==> src/rtl/rmii_rx_framer.sv <==
// RMII 100 Mb/s receive framer: strips preamble/SFD, assembles bytes LSB-first,
// streams them out one byte behind the wire, and flags bad frames on the last byte.
module rmii_rx_framer #(
    parameter int MIN_LEN   = 64,
    parameter int MAX_LEN   = 1518,
    parameter bit CHECK_CRC = 1'b1
) (
    input  logic        clk,
    input  logic        reset,
    input  logic        rmii_crs_dv,
    input  logic [1:0]  rmii_rxd,
    output logic        m_valid,
    output logic [7:0]  m_data,
    output logic        m_last,
    output logic        m_err,
    output logic        busy,
    output logic [15:0] frame_cnt,
    output logic [15:0] err_cnt
);

    // Byte counter must hold MAX_LEN+1, where it saturates.
    localparam int LW = $clog2(MAX_LEN + 2);

    // Good-FCS residue, written in wire (non-reflected) bit order.
    localparam logic [31:0] CRC_RESIDUE = 32'hC704DD7B;

    typedef enum logic [2:0] {
        S_IDLE,
        S_PREAMBLE,
        S_DATA,
        S_DROP,
        S_END
    } state_t;

    state_t          state;
    logic            crs_q;
    logic [5:0]      sr;          // previous three dibits of the byte in progress
    logic [1:0]      dibit_cnt;
    logic [LW-1:0]   len;
    logic [31:0]     crc;
    logic [7:0]      pend;        // completed byte waiting to be emitted
    logic            pend_vld;
    logic [7:0]      new_byte;
    logic            frame_bad;

    // One byte of reflected CRC-32 (poly 04C11DB7, LSB-first).
    function automatic logic [31:0] crc_byte(input logic [31:0] c, input logic [7:0] b);
        logic [31:0] r;
        r = c ^ {24'd0, b};
        for (int i = 0; i < 8; i++) begin
            r = r[0] ? ((r >> 1) ^ 32'hEDB88320) : (r >> 1);
        end
        return r;
    endfunction

    function automatic logic [31:0] bit_rev32(input logic [31:0] v);
        logic [31:0] r;
        for (int i = 0; i < 32; i++) begin
            r[i] = v[31-i];
        end
        return r;
    endfunction

    assign new_byte = {rmii_rxd, sr};
    assign busy     = (state != S_IDLE);

    // Frame verdict, evaluated while in S_END using the final CRC/length/alignment.
    // NOTE: every combinational output gets a value on every path so no latch is inferred.
    always_comb begin
        frame_bad = 1'b0;
        if (CHECK_CRC && (bit_rev32(crc) != CRC_RESIDUE)) frame_bad = 1'b1;
        if (len < LW'(MIN_LEN))                          frame_bad = 1'b1;
        if (len > LW'(MAX_LEN))                          frame_bad = 1'b1;
        if (dibit_cnt != 2'd0)                           frame_bad = 1'b1;
    end

    // Receive FSM with registered stream outputs and statistics counters.
    // NOTE: all state here uses non-blocking assignments so every reader sees pre-edge values.
    always_ff @(posedge clk or posedge reset) begin
        if (reset) begin
            state     <= S_IDLE;
            crs_q     <= 1'b1;      // a carrier already up at release is not an edge
            sr        <= '0;
            dibit_cnt <= '0;
            len       <= '0;
            crc       <= '1;
            pend      <= '0;
            pend_vld  <= 1'b0;
            m_valid   <= 1'b0;
            m_data    <= '0;
            m_last    <= 1'b0;
            m_err     <= 1'b0;
            frame_cnt <= '0;
            err_cnt   <= '0;
        end else begin
            crs_q   <= rmii_crs_dv;
            m_valid <= 1'b0;
            m_last  <= 1'b0;
            m_err   <= 1'b0;

            case (state)
                S_IDLE: begin
                    if (rmii_crs_dv && !crs_q && rmii_rxd == 2'b01) state <= S_PREAMBLE;
                end

                S_PREAMBLE: begin
                    if (!rmii_crs_dv) begin
                        state <= S_IDLE;
                    end else if (rmii_rxd == 2'b11) begin
                        state     <= S_DATA;
                        dibit_cnt <= '0;
                        len       <= '0;
                        crc       <= '1;
                        pend_vld  <= 1'b0;
                    end else if (rmii_rxd != 2'b01) begin
                        state <= S_DROP;
                    end
                end

                S_DATA: begin
                    // Carrier loss wins over a byte completing on the same dibit.
                    if (!rmii_crs_dv) begin
                        state <= S_END;
                    end else begin
                        sr        <= new_byte[7:2];
                        dibit_cnt <= dibit_cnt + 2'd1;
                        if (dibit_cnt == 2'd3) begin
                            if (pend_vld) begin
                                m_valid <= 1'b1;
                                m_data  <= pend;
                            end
                            pend     <= new_byte;
                            pend_vld <= 1'b1;
                            crc      <= crc_byte(crc, new_byte);
                            if (len <= LW'(MAX_LEN)) len <= len + LW'(1);
                        end
                    end
                end

                S_DROP: begin
                    if (!rmii_crs_dv) state <= S_IDLE;
                end

                S_END: begin
                    if (pend_vld) begin
                        m_valid <= 1'b1;
                        m_data  <= pend;
                        m_last  <= 1'b1;
                        m_err   <= frame_bad;
                    end
                    if (frame_bad) err_cnt   <= err_cnt + 16'd1;
                    else           frame_cnt <= frame_cnt + 16'd1;
                    pend_vld <= 1'b0;
                    state    <= S_IDLE;
                end

                default: state <= S_IDLE;
            endcase
        end
    end

endmodule

==> config.mk <==
export PLATFORM = sky130hd
export DESIGN_NAME = rmii_rx_framer
export DESIGN_NICKNAME = d
export VERILOG_FILES = /design/src/rtl/rmii_rx_framer.sv
export SDC_FILE = /design/constraint.sdc
export NUM_CORES = 1
export LEC_CHECK = 0
export ABC_AREA = 0
export BUFFER_PORTS_ARGS = -buffer_cell sky130_fd_sc_hd__buf_2
export CAP_MARGIN = 10
export CORE_UTILIZATION = 50
export CTS_CLUSTER_SIZE = 25
export DETAILED_ROUTE_END_ITERATION = 16
export PLACE_DENSITY = 0.69
export REMOVE_ABC_BUFFERS = 1
export SETUP_SLACK_MARGIN = 0.05
export SYNTH_ARGS = -nofsm -noshare
export SYNTH_HDL_FRONTEND = slang
export SYNTH_SLANG_ARGS = --single-unit
==> constraint.sdc <==
create_clock -name clk -period 3.69 [get_ports clk]
set_clock_uncertainty 0.15 [all_clocks]
set_input_delay 0.5535 -clock clk [delete_from_list [all_inputs] [get_ports clk]]
set_output_delay 0.5535 -clock clk [all_outputs]
set_load 0.1 [all_outputs]
* After elaboration in Yosys (flattened, before gate mapping)
Cells that the tools add are included.
** Cells by class
- $add $sub $neg :: 4
- Order comparisons :: 3
- Eq/ne operators :: 18
- Multiplexer cells :: 50
- Bitwise operators :: 10
- Reductions and logical operators :: 19
** Operators by type and width (count)
- $mux W32 :: 12
- $not A13 Y14 :: 8
- $pmux W32 S2 :: 1
- $mux W11 :: 5
- $add A16 B1 Y16 const B :: 2
- $ne A32 B32 Y1 const B :: 1
- $xor A32 B8 Y32 :: 1
- $mux W8 :: 3
- $pmux W11 S2 :: 1
- $mux W3 :: 6
- $ne A2 B2 Y1 const B :: 8
- $pmux W8 S2 :: 1
- $mux W1 :: 14
- $pmux W3 S4 :: 1
- $add A11 B1 Y11 const B :: 1
- $gt A11 B11 Y1 const B :: 1
- $le A11 B11 Y1 const B :: 1
- $lt A11 B7 Y1 const B :: 1
- $reduce_and A5 Y1 :: 2
- $reduce_and A4 Y1 :: 2
- $eq A3 B2 Y1 const B :: 2
- $mux W2 :: 3
- $reduce_and A2 Y1 :: 3
- $reduce_and A3 Y1 :: 2
- other kinds (17) :: 22
** Word-level totals
- Bits in registers :: 107
- Input bits :: 5
- Output and inout bits :: 44
- Word-level logic and storage cells :: 118

* Depth between registers and ports, before layout
Gate-level depths: netlist of run 1.
- Depth in word-level cells :: 20
- Gate-level depth with buffers :: 9

* Worst setup path after synthesis of run 1
OpenSTA, ideal clock, no wires.
- Kind :: register -> register
- Start :: register err_cnt[5]
- End :: register err_cnt[13]
- Arrival :: 2168 ps
- Setup slack :: 1214 ps
- Stages on the path, launching flop included :: 6
- Path buffers :: 1
- Cell sequence :: dfrtp_1 -> and4_1 -> clkbuf_1 -> nand3_1 -> or4_1 -> xnor2_1
** On the way
- Word-level cells in the longest chain between the ends :: 1
** RTL lines
- from (decl) :: line 18 : output logic [15:0] err_cnt
- from (signal assigned) :: line 151 : if (frame_bad) err_cnt <= err_cnt + 16'd1;
- $add A16 B1 Y16 :: line 151
Every way passes these cells.
A chain may end at the register's enable or synchronous reset.

* Final worst setup path of run 1
- Start :: register crc[1]
- End :: register err_cnt[12]
** On the way
- Word-level cells in the longest chain between the ends :: 6
** RTL lines
- from (decl) :: line 40 : logic [31:0] crc;
- from (signal assigned) :: line 134 : crc <= crc_byte(crc, new_byte);
- $ne A32 B32 Y1 :: line 71 : if (CHECK_CRC && (bit_rev32(crc) != CRC_RESIDUE)) frame_bad = 1'b1;
- $mux W1 :: line 71
- $mux W1 :: line 72 : if (len < LW'(MIN_LEN)) frame_bad = 1'b1;
- $mux W1 :: line 73 : if (len > LW'(MAX_LEN)) frame_bad = 1'b1;
- $mux W1 :: line 74 : if (dibit_cnt != 2'd0) frame_bad = 1'b1;
- $reduce_and A2 Y1 (no line)
Every way passes these cells.

==> out/qor.yml, run 1 <==
n_fill_cell: 877
grt_pass1_vias: 3598
async_reset_ff_share_pct: 100
clkTransAtPathRegs_ns: 0.11
yosysTopAreaCell: "dfrtp_1"
netlist.area_leader.share_pct: 34.6
synthTopCellsByCount: "74 x dfrtp_1, 67 x xnor2_1, 37 x nand2_1"
routabilityCongestion: 0.848
die_y_um: 105
drt_pre_antenna_iters: 4
routed_wl_um: 10600
start_util_pct: 51.8
cts_resized: 0
layoutNonFillerInstCount: 679
synth_edf_count: 0
swShare_pct: 40.7
num_rows: 37
drt_iter0_markers: 161
powerDensity_nw_per_um2: 772
die_x_um: 105
ctsHoldBuffers: 0
outcome: "completed"
numCtsBuffers: 9
r2r-end: "err_cnt[12]"
critPathMaxFanout: 18
hold_viol_final: 0
cp-startpoint: "crc[1]"
cts_num_sinks: 107
placedCellCount: 663
drv_slew: 0
placed_area_um2: 5710
num_vias: 3710
cts-root-buf: "clkbuf_8"
seqPwrFrac_pct: 35.9
synth_flop_cell: "dfrtp_1"
required_ns: 3.80
vdd_ir_drop_max_mv: 0.723
worst_ep_arrival_time_ns: 2.94
power_frac_comb_pct: 49.0
area_growth_pct: 10.2
crit_type: "register to register"
fin_crit_ns: 2.84
reg2reg_from: "crc[1]"
end_kind: "register"
tns_ns: 0
cts_tree: "built"
clkLatencyLatePin_ns: 0.38
syn_area_per_cell_um2: 10.8
boundaryPins: 49
drive_gt1_share_pct: 24.1
grt_pass1_wl_um: 17700
max_freq_mhz: 353
grt.overflow.total: 0
remaining_drc_errors: 0
drv_cap: 0
post_cts_buffers: 0
crit_end: "err_cnt[12]"
cts_buffer_depth: 2
crit_path_max_incr_delay_ns: 0.68
critPathLaunchType: "register"
cts_max_level: 3
yosysMostFrequentCell: "dfrtp_1"
coreArea_um2: 10300
grt_antenna_before_repair: 0
ys_seq_area_share_pct: 50.8
slew_headroom_pct: 24.9
p_sw_uw: 1850
cpMostUsedCell: "nor4_1"
hold_class: "input port to async pin"
grtUsageTotal_pct: 20.1
multi_input_area_um2: 2490
r2r_setup_slack_ns: 0.85
nNetsFinal: 548
dp_hpwl_um: 7460
regArea_um2: 2720
finalSetupViolations: 0
ys_warn_count: 0
synth_cell_types: 45
crit_chain: "or4b_1, nor4_1, and4_1, buf_4, nor4_1, xor2_1"
grt_setup_unrepaired: "no"
tightest_slew_ns: 1.11
p_int_uw: 2700
post_drt_wl_per_cell_um: 15.6
antenna_left: 0
ff2ff_path_depth: 6
diodes: 0
ys_top_cells_by_area: "dfrtp_1 35%, dfstp_2 16%, xnor2_1 11%"
fp.dieArea_um2: 11100
slowest_stage: "and4_1"
grt_max_degree: 40
cellLeakagePower_uw: 0.00269
fin_area_um2: 5890
io_buffers: 48
syn-cell-area_um2: 5350
ys_ff_latch: 107
viasPerCell: 5.46
synthCells: 495
clkPwrFrac_pct: 15.1
fin_crit_sh_pct: 76.9
flip-flops by register name, indices dropped and copies added, names as in the netlist:
name and count:
err_cnt 16, len 11, m_valid 1, sr 6
pend 8, frame_cnt 16, state 3, pend_vld 1
m_err 1, dibit_cnt 2, crs_q 1, m_data 8
crc 32, m_last 1
power by group through the flow:
stage	registers, uW	logic (uW)	clock network [uW]
2_1_floorplan	1750	1730	0
3_3_place_gp	1650	2220	0
3_5_place_dp	1660	2220	0
4_1_cts	1640	2240	709
5_1_grt	1660	2400	750
6_report	1630	2230	687
stage by stage:
| step | utilization (%) | setup slack, ns | total power (uW) | hold slack [ns] |
|---|---|---|---|---|
| floorplan | - | 0.0498 | 3470 | 0.292 |
| global placement | 55.3 | 0.954 | 3870 | 0.309 |
| detailed placement | 55.3 | 0.838 | 3880 | 0.310 |
| CTS | 57.1 | 0.823 | 4580 | 0.00801 |
| global route | 57.1 | 0.710 | 4810 | 0.0259 |
| finish | 57.1 | 0.854 | 4550 | 0.00861 |
layer usage:
layer	wire length [um]	part of all wire (%)	track usage, %	vias to the layer above
li1	-	-	-	1810
met3	421	4.0	3.22	14
met4	148	1.4	6.94	0
met2	5100	48	32.7	80
met1	4900	46	27.4	1806
met5	0	0	0	-
cell families (layout without fill, tap and decap cells):
family	after synthesis	count (layout)	share of synthesized area (%)
flops	107	107	50.8
fa+ha+maj	5	5	1.17
xor+xnor	100	100	17.5
compound gates	69	69	8.03
buf+inv	33	81	2.69
simple gates	165	165	16.4
mux	16	16	3.37
placed cells by master (no fill, tap or decap), types with 11 or more instances in the layout:
master / count
and2_1: 11
o21ai_0: 18
dfrtp_1: 74
xnor2_1: 67
mux2_2: 15
o22a_1: 12
nor2_1: 31
nand2_1: 37
buf_2: 48
xor2_1: 25
nand3_1: 14
and3_1: 11
a21oi_1: 25
dfstp_2: 33
nand4_1: 20
worst max-delay path: cells and delay by family (launching register included):
family	cells	cell delay, ns
flops	1	0.57
xor+xnor	1	0.16
buf+inv	1	0.31
simple gates	4	1.52
layout make-up:
type                    instances  area share, %
inverters                      11          0.743
repair buffers                 54           4.84
multi-input cells             355           42.2
flip-flops and latches        107           46.2
clock inverters                 7           1.02
clock buffers                   9           2.10
well taps                     136           2.89
worst min-delay path by stage:
stage	start	endpoint	slack (ns)	cells after the start
6_report	reset	frame_cnt[7]	0.009	2
5_1_grt	reset	frame_cnt[8]	0.03	2
4_1_cts	reset	frame_cnt[8]	0.008	2
3_5_place_dp	err_cnt[15]	err_cnt[15]	0.31	1
3_3_place_gp	frame_cnt[15]	frame_cnt[15]	0.31	1
2_1_floorplan	pend[7]	pend[7]	0.29	2
Power figures use the tool's default switching activity.
==> run 2: changes to the inputs <==
PLACE_DENSITY = 0.72   (was 0.69)
clock period = 2.3 ns   (was 3.69 ns; I/O delays follow)
==> run 2 against run 1 <==
  * Sequential cell count unchanged
  * First-iteration DRC count up 25%
  * Global-route usage up 1.4 points
==> out/qor.yml, run 2 (synthesized netlist as in run 1, its figures left out) <==
cts_tree: "built"
grtUsageTotal_pct: 21.5  # +1.4 points
largest_register_ffs: 32  # unchanged
fin_total_pwr_uw: 7720  # +70%
dp_hpwl_um: 8160  # +9.4%
fin_crit_ns: 2.26  # -0.574 ns
max_freq_mhz: 442  # +25%
reg2reg_from: "crc[1]"
fp.dieArea_um2: 11100  # unchanged
seqPwrFrac_pct: 33.9  # -2.0 points
placedCellCount: 689  # +3.9%
drv_slew: 0  # unchanged
worst_slack_ns: 0.0376  # -0.816 ns
clkPwrFrac_pct: 14.9  # -0.2 points
finalSetupViolations: 0  # unchanged
area_growth_pct: 16.8
die_x_um: 105  # unchanged
cp-startpoint: "crc[1]"
largest_registers: "crc (32), err_cnt (16), frame_cnt (16)"
clkLatencyLatePin_ns: 0.37  # about the same
grt_pass1_wl_um: 19300  # +9.2%
top_register: "crc"
cts_num_sinks: 107  # unchanged
swShare_pct: 40.3  # -0.40 points
powerDensity_nw_per_um2: 1240  # +60%
vdd_ir_drop_max_mv: 0.974  # +35%
crit_chain: "or4b_4, nor4_4, and4_4, clkbuf_16, nand4_1, xnor2_1"
power_frac_comb_pct: 51.2  # +2.2 points
clkTransAtPathRegs_ns: 0.12  # about the same
hold_class: "input port to register"
critPathMaxFanout: 7  # -11
post_cts_buffers: 0  # unchanged
p_sw_uw: 3110  # +68%
p_int_uw: 4610  # +71%
start_util_pct: 51.8  # unchanged
dp_slack_ns: -0.0802  # -0.918 ns
final_cell_mix: "73 x dfrtp_1, 67 x xnor2_1, 48 x buf_2"
min-delay-start: "rmii_rxd[1]"
use_met1_pct: 29.4  # +2.0 points
num_rows: 37  # unchanged
cts_max_level: 3  # unchanged
grt_setup_unrepaired: "yes"
num_vias: 3979  # +7.3%
coreArea_um2: 10300  # unchanged
diodes: 0  # unchanged
crit_type: "register to register"
ff2ff_path_depth: 6  # unchanged
drive_gt1_share_pct: 28.5  # +4.4 points
drt_iter0_markers: 202  # +25%
boundaryPins: 49  # unchanged
viasPerCell: 5.62  # +2.9%
tightest_slew_ns: 0.505  # -0.609 ns
slowest_stage: "dfstp_2"
fin_crit_sh_pct: 98.4  # +22 points
grt.overflow.total: 0  # unchanged
grt_use_met2_pct: 35.8  # +3.1 points
met3_usage_pct: 3.22  # unchanged
cellLeakagePower_uw: 0.00287  # +6.7%
layout_commonest_cell: "dfrtp_1"
required_ns: 2.42  # -1.38 ns
grt_antenna_before_repair: 0  # unchanged
slew_headroom_pct: 66.6  # +42 points
nNetsFinal: 577  # +5.3%
hold_viol_final: 0  # unchanged
end_kind: "register"
hold_slack_ns: 0.142  # +0.133 ns
routabilityCongestion: 0.871  # +2.7%
cts-root-buf: "clkbuf_8"
crit_path_max_incr_delay_ns: 0.54  # -0.14 ns
remaining_drc_errors: 0  # unchanged
grt_max_degree: 42  # +5.0%
die_y_um: 105  # unchanged
drt_pre_antenna_iters: 4  # unchanged
top_usage_layer: "met2"
outcome: "completed"
antenna_left: 0  # unchanged
post_drt_wl_per_cell_um: 16.0  # +2.7%
numCtsBuffers: 9  # unchanged
grt_pass1_vias: 3952  # +9.8%
io_buffers: 48  # unchanged
hold_path_depth: 3
worst_ep_arrival_time_ns: 2.38  # -0.56 ns
layoutNonFillerInstCount: 708  # +4.3%
cts_buffer_depth: 2  # unchanged
routed_wl_um: 11300  # +7.1%
drv_cap: 0  # unchanged
critPathLaunchType: "register"
run 2: per-layer routing:
layer / vias up / part of all wire (%)
li1: 1867 / -
met1: 1975 / 45
met2: 117 / 49
met3: 20 / 4.7
met4: 0 / 1.3
met5: - / 0
run 2: stage by stage:
step	util, %	instance area [um^2]	TNS, ns
2_1_floorplan	-	5250	-137.70
3_3_place_gp	57.4	5930	0
3_5_place_dp	57.4	5930	-1.14
4_1_cts	60.0	6190	0
5_1_grt	60.5	6240	-0.0623
6_report	60.5	6240	0
run 2: worst paths after layout:
check,slack [ns],to
min in group asynchronous,0.33,m_valid
max,0.04,frame_cnt[4]
min reg2reg,0.32,err_cnt[15]
min,0.14,pend[7]
max reg2reg,0.04,frame_cnt[4]
max in group asynchronous,1.04,crc[15]
run 2: area by class of cell:
class | count | area [um^2]
clock inverters | 6 | 62.6
flip-flops and latches | 107 | 2720
well taps | 136 | 170
multi-input cells | 355 | 2550
inverters | 11 | 43.8
clock buffers | 10 | 138
repair buffers | 83 | 562
fillers | 852 | 4080
run 2: critical path, delay by kind of cell, from the launching register on:
kind / cells / cell delay (ns)
buffers and inverters: 1 / 0.17
and+or+nand+nor: 4 / 1.14
xor gates and xnor gates: 1 / 0.17
DFF: 1 / 0.54
run 2: power by group through the flow:
stage,Combinational [uW],Clock (uW),Sequential (uW)
2_1_floorplan,2770,0,2800
3_3_place_gp,3820,0,2630
3_5_place_dp,3890,0,2640
4_1_cts,3960,1180,2620
5_1_grt,4250,1240,2660
6_report,3960,1150,2620
run 2: repair_timing:
action	CTS	global route
setup endpoints to repair	32	40
cloned	0	1
pin swaps	1	1
hold buffers	2	0
resized for setup	8	6
hold endpoints to repair	13	0
